[config.mk]
export PLATFORM = sky130hd
export DESIGN_NAME = parking_gate_scheduler
export DESIGN_NICKNAME = d
export VERILOG_FILES = /design/src/rtl/parking_gate_scheduler_pkg.sv /design/src/rtl/parking_occupancy_counter.sv /design/src/rtl/parking_gate_scheduler.sv
export SDC_FILE = /design/constraint.sdc
export NUM_CORES = 1
export LEC_CHECK = 0
export ABC_AREA = 1
export CAP_MARGIN = 20
export CORE_MARGIN = 8
export CORE_UTILIZATION = 45
export DETAILED_ROUTE_END_ITERATION = 6
export PLACE_DENSITY = 0.68
export REMOVE_ABC_BUFFERS = 1
export SYNTH_ARGS = -nofsm -noshare
export SYNTH_HDL_FRONTEND = slang
export SYNTH_SLANG_ARGS = --single-unit
[constraint.sdc]
create_clock -name clk -period 1.85 [get_ports clk]
set_clock_uncertainty 0.05 [all_clocks]
set_input_delay 0.37 -clock clk [delete_from_list [all_inputs] [get_ports clk]]
set_output_delay 0.37 -clock clk [all_outputs]
set_load 0.01 [all_outputs]
[src/rtl/parking_gate_scheduler_pkg.sv]
// Shared types for the car-park gate: FSM state encoding, requester side, display codes.
package parking_gate_scheduler_pkg;

    localparam int unsigned SEG_W = 7;

    typedef enum logic [2:0] {
        ST_IDLE     = 3'd0,
        ST_AUTH     = 3'd1,
        ST_OPEN_IN  = 3'd2,
        ST_OPEN_OUT = 3'd3,
        ST_GAP      = 3'd4
    } gate_state_t;

    typedef enum logic {
        SIDE_ENTRY = 1'b0,
        SIDE_EXIT  = 1'b1
    } side_t;

    // Active-high seven-segment pattern {g,f,e,d,c,b,a} for one hex digit.
    function automatic logic [SEG_W-1:0] hex_seg(input logic [3:0] digit);
        logic [SEG_W-1:0] seg;
        case (digit)
            4'h0:    seg = 7'h3F;
            4'h1:    seg = 7'h06;
            4'h2:    seg = 7'h5B;
            4'h3:    seg = 7'h4F;
            4'h4:    seg = 7'h66;
            4'h5:    seg = 7'h6D;
            4'h6:    seg = 7'h7D;
            4'h7:    seg = 7'h07;
            4'h8:    seg = 7'h7F;
            4'h9:    seg = 7'h6F;
            4'hA:    seg = 7'h77;
            4'hB:    seg = 7'h7C;
            4'hC:    seg = 7'h39;
            4'hD:    seg = 7'h5E;
            4'hE:    seg = 7'h79;
            default: seg = 7'h71;
        endcase
        return seg;
    endfunction

endpackage

[src/rtl/parking_occupancy_counter.sv]
// Saturating lot occupancy counter with registered full/empty flags.
module parking_occupancy_counter #(
    parameter int unsigned CAPACITY = 8,
    parameter int unsigned CNT_W    = 4
) (
    input  logic             clk,
    input  logic             reset_n,
    input  logic             inc,
    input  logic             dec,
    output logic [CNT_W-1:0] count,
    output logic             full,
    output logic             empty
);

    localparam logic [CNT_W-1:0] CAP = CNT_W'(CAPACITY);

    logic [CNT_W-1:0] count_next;

    // Next count, clamped to [0, CAPACITY]; simultaneous strobes cancel.
    always_comb begin
        count_next = count;
        if (inc && !dec && (count < CAP)) begin
            count_next = count + CNT_W'(1);
        end else if (dec && !inc && (count != '0)) begin
            count_next = count - CNT_W'(1);
        end
    end

    // Count and flags update together so full/empty never lag the count.
    always_ff @(posedge clk or negedge reset_n) begin
        if (!reset_n) begin
            count <= '0;
            full  <= 1'b0;
            empty <= 1'b1;
        end else begin
            count <= count_next;
            full  <= (count_next == CAP);
            empty <= (count_next == '0);
        end
    end

endmodule

[src/rtl/parking_gate_scheduler.sv]
// Shared barrier sequencer: round-robin entry/exit arbitration, entry authorisation, occupancy.
module parking_gate_scheduler
    import parking_gate_scheduler_pkg::*;
#(
    parameter int unsigned CAPACITY     = 8,
    parameter int unsigned CNT_W        = 4,
    parameter int unsigned AUTH_TIMEOUT = 16,
    parameter int unsigned OPEN_CYCLES  = 8
) (
    input  logic             clk,
    input  logic             reset_n,
    input  logic             entry_req,
    input  logic             exit_req,
    input  logic             auth_ok,
    input  logic             auth_fail,
    output logic             auth_start,
    output logic             gate_open,
    output logic             dir_in,
    output logic             deny,
    output logic [CNT_W-1:0] occupancy,
    output logic             full,
    output logic             empty
);

    localparam int unsigned TMR_MAX = (AUTH_TIMEOUT > OPEN_CYCLES) ? AUTH_TIMEOUT : OPEN_CYCLES;
    localparam int unsigned TMR_W   = $clog2(TMR_MAX + 1);
    localparam logic [TMR_W-1:0] AUTH_LAST = TMR_W'(AUTH_TIMEOUT - 1);
    localparam logic [TMR_W-1:0] OPEN_LAST = TMR_W'(OPEN_CYCLES - 1);

    gate_state_t      state;
    gate_state_t      state_next;
    side_t            last_served;
    side_t            last_next;
    logic [TMR_W-1:0] timer;
    logic [TMR_W-1:0] timer_next;
    logic             auth_start_next;
    logic             gate_open_next;
    logic             dir_in_next;
    logic             deny_next;
    logic             occ_inc;
    logic             occ_dec;
    logic             entry_ok;
    logic             exit_ok;

    assign entry_ok = entry_req & ~full;
    assign exit_ok  = exit_req & ~empty;

    // State register.
    always_ff @(posedge clk or negedge reset_n) begin
        if (!reset_n) begin
            state <= ST_IDLE;
        end else begin
            state <= state_next;
        end
    end

    // Next state, timer, arbitration and next values of the registered outputs.
    always_comb begin
        state_next      = state;
        last_next       = last_served;
        timer_next      = '0;
        auth_start_next = 1'b0;
        deny_next       = 1'b0;
        occ_inc         = 1'b0;
        occ_dec         = 1'b0;

        case (state)
            ST_IDLE: begin
                // Entry wins only if it is alone or exit was served last.
                if (entry_ok && (!exit_ok || (last_served == SIDE_EXIT))) begin
                    state_next      = ST_AUTH;
                    auth_start_next = 1'b1;
                    last_next       = SIDE_ENTRY;
                end else if (exit_ok) begin
                    state_next = ST_OPEN_OUT;
                    last_next  = SIDE_EXIT;
                end
            end
            ST_AUTH: begin
                if (auth_ok) begin
                    state_next = ST_OPEN_IN;
                end else if (auth_fail || (timer == AUTH_LAST)) begin
                    state_next = ST_GAP;
                    deny_next  = 1'b1;
                end else begin
                    timer_next = timer + TMR_W'(1);
                end
            end
            ST_OPEN_IN: begin
                if (timer == OPEN_LAST) begin
                    state_next = ST_GAP;
                    occ_inc    = 1'b1;
                end else begin
                    timer_next = timer + TMR_W'(1);
                end
            end
            ST_OPEN_OUT: begin
                if (timer == OPEN_LAST) begin
                    state_next = ST_GAP;
                    occ_dec    = 1'b1;
                end else begin
                    timer_next = timer + TMR_W'(1);
                end
            end
            ST_GAP: begin
                state_next = ST_IDLE;
            end
            default: begin
                state_next = ST_IDLE;
            end
        endcase

        gate_open_next = (state_next == ST_OPEN_IN) || (state_next == ST_OPEN_OUT);
        dir_in_next    = (state_next == ST_OPEN_IN);
    end

    // Timer, round-robin pointer and output registers.
    always_ff @(posedge clk or negedge reset_n) begin
        if (!reset_n) begin
            timer       <= '0;
            last_served <= SIDE_ENTRY;
            auth_start  <= 1'b0;
            gate_open   <= 1'b0;
            dir_in      <= 1'b0;
            deny        <= 1'b0;
        end else begin
            timer       <= timer_next;
            last_served <= last_next;
            auth_start  <= auth_start_next;
            gate_open   <= gate_open_next;
            dir_in      <= dir_in_next;
            deny        <= deny_next;
        end
    end

    // Lot occupancy, bumped on the last open cycle of each passage.
    parking_occupancy_counter #(
        .CAPACITY (CAPACITY),
        .CNT_W    (CNT_W)
    ) u_occupancy (
        .clk     (clk),
        .reset_n (reset_n),
        .inc     (occ_inc),
        .dec     (occ_dec),
        .count   (occupancy),
        .full    (full),
        .empty   (empty)
    );

endmodule

* Word level (Yosys, flattened, before mapping)
Index checks and enable logic that the tools add are counted.
Storage, ports and cells: register bits 19, memory bits (writable) 0, word-level logic and storage cells 65, ROM bits 0, latch bits 0, output and inout port bits 10, memories 0
Cells by class: divide/modulo/power cells 0, add/subtract/negate cells 3, muxes and demuxes 22, eq/ne operators 8, multiply operators 0, $lt $le $gt $ge 1, reduce and logical (&&, ||, !) cells 17, bitwise logic cells 4, shift-type cells 0
Operators with widths (number):
- $mux W3 | 5
- $mux W5 | 3
- $eq A3 B2 Y1 const B | 4
- $mux W1 | 10
- $pmux W5 S2 | 1
- $pmux W3 S3 | 1
- $mux W4 | 2
- $add A5 B1 Y5 const B | 1
- $eq A5 B3 Y1 const B | 1
- $eq A5 B4 Y1 const B | 1
- $logic_and A1 B1 Y1 | 5
- $add A4 B1 Y4 const B | 1
- $eq A4 B4 Y1 const B | 1
- $logic_not A4 Y1 | 1
- $lt A4 B4 Y1 const B | 1
- $reduce_bool A4 Y1 | 1
- $sub A4 B1 Y4 const B | 1
- $eq A3 B1 Y1 const B | 1
- $logic_not A1 Y1 | 3
- $logic_not A3 Y1 | 1
- $logic_or A1 B1 Y1 | 3
- $and A1 B1 Y1 | 2
- $not A1 Y1 | 2
- $reduce_and A2 Y1 | 1
- other kinds (2) | 2

* Logic depth before layout (Yosys ltp)
depth in word-level cells 9, mapped depth 10, mapped depth without buffers 10

* Cells and area by module
From an unflattened synthesis, not the netlist that was laid out.
Second synthesis, totals: cell total of the unflattened synthesis 130, area total of the unflattened synthesis 1066.0 µm²
Modules (own cells, without submodules):
- parking_gate_scheduler | instances 1, cells each 72, area each 649.4 µm²
- parking_occupancy_counter | instances 1, cells each 58, area each 416.6 µm²

* Worst setup path after synthesis
Ideal clock, no wire load.
kind flip-flop to flip-flop, from reg timer[0], to reg dir_in, data required time 1677 ps, slack 120 ps, period minus slack after synthesis 1730 ps, cell stages (with the launch flop) 10, arrival time 1557 ps, setup time 123 ps, cell sequence dfrtp_1 -> ha_1 -> nand2_2 -> nor2_1 -> ha_1 -> or2_2 -> nor2_4 -> nor2_2 -> o21ai_2 -> nor2_1
On the way: cells in the longest elaborated chain, start to end 6, elaborated cells between the ends (all ways) 8, classes of those cells eq/ne (3); mux (4); reduce/logical (1)
RTL lines:
- from (decl) | RTL line parking_gate_scheduler.sv:34 | logic [TMR_W-1:0] timer;
- from (signal assigned) | RTL line parking_gate_scheduler.sv:127 | timer <= timer_next;
- $eq A5 B4 Y1 | RTL line parking_gate_scheduler.sv:82 | end else if (auth_fail || (timer == AUTH_LAST)) begin
- $logic_or A1 B1 Y1 | RTL line parking_gate_scheduler.sv:82
- $mux W3 | RTL line parking_gate_scheduler.sv:82
- $mux W3 | RTL line parking_gate_scheduler.sv:80 | if (auth_ok) begin
- $pmux W3 S3 (*) | RTL line parking_gate_scheduler.sv:67 | case (state)
- via state_next[0] | RTL line parking_gate_scheduler.sv:31 | gate_state_t state_next;
- $eq A3 B2 Y1 (*) | RTL line parking_gate_scheduler.sv:114 | dir_in_next = (state_next == ST_OPEN_IN);
- via dir_in_next | RTL line parking_gate_scheduler.sv:38 | logic dir_in_next;
- to (signal assigned) | RTL line parking_gate_scheduler.sv:131 | dir_in <= dir_in_next;
- to (decl) | RTL line parking_gate_scheduler.sv:18 | output logic dir_in,
Mark *: on every way through the listed nets, which the timed path passes. The rest lies on a longest branch. A chain may end at the register's enable or synchronous reset.

* Worst setup path after layout
from reg u_occupancy.count[2], to out occupancy[2]
RTL lines:
- from (decl) | RTL line parking_occupancy_counter.sv:10 | output logic [CNT_W-1:0] count,
- from (signal assigned) | RTL line parking_occupancy_counter.sv:36 | count <= count_next;
- to (decl) | RTL line parking_gate_scheduler.sv:20 | output logic [CNT_W-1:0] occupancy,
No word-level cell between the ends.

==> implementation parameters <==
Parameter                              Value

Global route
  Remaining Overflow, GRT    0
  Pin count of the biggest net entering global routing    14
  Wire length of the first global-routing pass    around 3800 um
  Total global routing track utilization    11.4%
  Initial antenna violation count    0
  Via count of the first global-routing pass    945

Final layout
  Filler cell count    between 200 and 250
  ANT cells    0
  Footprint of the flip-flops and latches    approximately 480 sq um
  Count of nets after finishing    167
  Layout-stage area growth over the synthesis result    20.9%
  Share of final-layout standard cells stronger than drive strength 1    13.5%
  Most common library cell in the layout ignoring fill and taps    sky130_fd_sc_hd__nand2_1
  Highest-count cells in the layout ignoring fill and taps    sky130_fd_sc_hd__nand2_1 (30), sky130_fd_sc_hd__inv_1 (23), sky130_fd_sc_hd__nor2_1 (21)
  Multi-input logic area    between 400 and 500 sq um

Route
  Number of design rule violations left after detail routing    0
  Antenna violation net count after detailed routing    0
  Total wire length    2190 um
  Routed wirelength normalized by instance count    11.9 um
  Ratio of routed vias to standard cells    5.07
  Number of search-and-repair iterations in the first detailed-routing pass    6
  Number of DRC markers in iteration 0    82
  Detailed-route via count    933

STA
  Hold Vio Cnt, Final    0
  Slew at the pin closest to its max-slew limit    about 0.37 ns
  Final setup violation count    0
  Portion of the clock cycle consumed by the worst path in the final layout    94.9%
  Number of max-slew violations in the final report    0
  Worst max-slew margin expressed relative to the limit    between 70% and 80%
  Final period demand of the worst path    1.76 ns
  Fmax    0.569 GHz
  Total negative setup slack    0 ns

Clocking
  Maximum buffer depth of the clock tree    2
  Cts bufs inserted    3
  Clock tree root buffer cell    sky130_fd_sc_hd__clkbuf_4
  Post-CTS setup buffer count    0
  Clock sink total    19
  Clock latency on the worst-skew pair    0.30 ns
  Deepest level of the CTS H-tree    1
  Clock-pin slew of the registers on the worst-case setup and hold paths    about 0.10 ns
  Clock tree from TritonCTS    done
  Hold-fix buffers, CTS    0

Floorplanning
  DIE WIDTH    64.5 um
  Standard cell core area    around 2200 sq um
  Io pins    16
  Placement Rows    17
  Vertical die dimension    around 64 um
  Effective utilization at floorplan    47.8%
  DIE AREA    ~4200 sq um

Setup path
  Crit end category    output pin
  Worst EP arrival    1.34 ns
  Cell type of the slowest stage on the worst timing path    sky130_fd_sc_hd__clkdlybuf4s50_1
  Critical-path maximum fanout    9
  Setup slack of the worst register-to-register path    0.13 ns
  Required time reported for the critical path endpoint    1.43 ns
  Worst path top cell family by delay    buffers and inverters
  Buffers plus inverters on the worst setup path    1
  Cell Chain, Critical Path    clkdlybuf4s50_1
  Sort of element at the start of the critical path    flop
  CP max stage delay    0.57 ns
  Critical path class    flop to output pin

Logic synthesis
  Count of flip-flops with a built-in enable after synthesis    0
  Top cells by area, synth    sky130_fd_sc_hd__dfrtp_1 (43%), sky130_fd_sc_hd__nand2_1 (11%), sky130_fd_sc_hd__inv_1 (8.2%)
  Flops & latches, synth    19
  Async set-reset flop share out of synthesis    100%
  Synth Instances    136
  Netlist Area Pre-Place    1060 sq um
  Number of distinct library cells after synthesis    23
  Avg Synthesized Cell Area    7.77 sq um
  Top cell type's share of synthesized area    a little over two fifths
  Sequential-to-total area share from yosys stat    a little under half
  Most used flip-flop cell after synthesis    sky130_fd_sc_hd__dfrtp_1
  Area leader, netlist    sky130_fd_sc_hd__dfrtp_1
  Count of yosys warnings during synthesis    0

Power
  Worst ir drop on vdd    790 uV
  Share of power burned in the clock network    14.3%
  Pwr Density    1150 nW/um^2
  Overall Power    1.46 mW
  P_int    0.887 mW
  Static power due to leakage    between 0.6 and 0.7 nW
  Switching component of the power    ~0.58 mW
  Logic pwr share    41.9%
  Sw Ratio    39.5%
  Sequential share of power    43.8%

Run
  Number of max-cap violations    0

Place
  HPWL after detailed placement    1750 um
  Final RePlAce weighted congestion    approximately 0.83
  # port buffers    15

Worst hold path
  Class of the worst hold path    input pin to async pin

Outcome
  Result of the run    complete, no violations
-- timing repair --
action / 4_1_cts / 5_1_grt
setup endpoints to repair: 2 / 2
pin swaps: 0 / 1
hold endpoints to repair: 0 / 0
resized for setup: 2 / 3
-- cells by family (layout without fill, tap and decap cells) --
| group | count (synthesis) | after routing | share of synthesized area, % |
|---|---|---|---|
| simple gates | 80 | 80 | 35.4 |
| buf+inv | 25 | 45 | 9.59 |
| compound gates | 6 | 6 | 3.55 |
| fa+ha+maj | 4 | 4 | 4.73 |
| xor+xnor | 2 | 2 | 1.66 |
| flops | 19 | 19 | 45.1 |
-- metal layers --
layer | global-route usage, % | up-vias | wire [um]
li1 | - | 466 | -
met4 | 7.08 | 0 | 47
met2 | 18.6 | 27 | 1050
met5 | 0 | - | 0
met3 | 3.61 | 5 | 125
met1 | 12.6 | 435 | 969
-- state kept, by name, summed over array words and instances, names as in the netlist --
register           flops
u_occupancy.full       1
auth_start             1
u_occupancy.count      4
last_served            1
timer                  5
u_occupancy.empty      1
deny                   1
gate_open              1
state                  3
dir_in                 1
-- cell usage after synthesis, types with 2 or more instances --
| master | number |
|---|---|
| sky130_fd_sc_hd__dfrtp_1 | 18 |
| sky130_fd_sc_hd__inv_1 | 23 |
| sky130_fd_sc_hd__o21ai_0 | 3 |
| sky130_fd_sc_hd__nand2_1 | 30 |
| sky130_fd_sc_hd__nand3_1 | 14 |
| sky130_fd_sc_hd__nor2_1 | 21 |
| sky130_fd_sc_hd__nand4_1 | 4 |
| sky130_fd_sc_hd__nor2_4 | 2 |
| sky130_fd_sc_hd__nor2_2 | 3 |
| sky130_fd_sc_hd__ha_1 | 4 |
| sky130_fd_sc_hd__xor2_1 | 2 |
-- path summary, 6_finish.rpt --
| kind | from | to | cells after the start |
|---|---|---|---|
| max | u_occupancy.count[2] | occupancy[2] | 1 |
| min | reset_n | u_occupancy.count[3] | 1 |
| max reg2reg | timer[0] | dir_in | 9 |
| min reg2reg | timer[0] | timer[0] | 1 |
| max in group asynchronous | reset_n | u_occupancy.count[1] | 2 |
| min in group clk | timer[0] | timer[0] | 1 |
-- metrics by stage --
stage          cell area, sq um  cells  hold slack [ns]  util, %  setup WS [ns]
3_3_place_gp               1250    180            0.395     56.3          0.120
6_report                   1280    184            0.274     57.8         0.0940
5_1_grt                    1280    184            0.279     57.8       -0.00194
3_5_place_dp               1250    180            0.411     56.3         0.0440
2_1_floorplan              1050    135           0.0244        -          0.120
4_1_cts                    1270    184            0.272     57.5         0.0302
-- worst register-to-register path, cell delays in order, from the launching register on --
cell,delay [ns]
sky130_fd_sc_hd__dfrtp_1,0.41
sky130_fd_sc_hd__ha_2,0.20
sky130_fd_sc_hd__nand2_2,0.07
sky130_fd_sc_hd__nor2_1,0.04
sky130_fd_sc_hd__ha_1,0.18
sky130_fd_sc_hd__or2_4,0.26
sky130_fd_sc_hd__nor2_4,0.11
sky130_fd_sc_hd__nor2_2,0.07
sky130_fd_sc_hd__o21ai_2,0.17
sky130_fd_sc_hd__nor2_1,0.05
-- power by group through the flow --
stage,registers (mW),clock network [mW],logic (mW)
floorplan,0.654,0,0.385
global placement,0.643,0,0.613
detailed placement,0.644,0,0.628
CTS,0.638,0.222,0.624
global route,0.655,0.239,0.702
finish,0.642,0.209,0.613
-- area by class of cell --
type | count | share of cell area, %
Tap cell | 28 | 2.74
Timing Repair Buffer | 17 | 12.8
Clock buffer | 4 | 2.05
Inverter | 24 | 7.04
Multi-Input combinational cell | 92 | 37.9
Sequential cell | 19 | 37.5
Power figures use the tool's default switching activity.
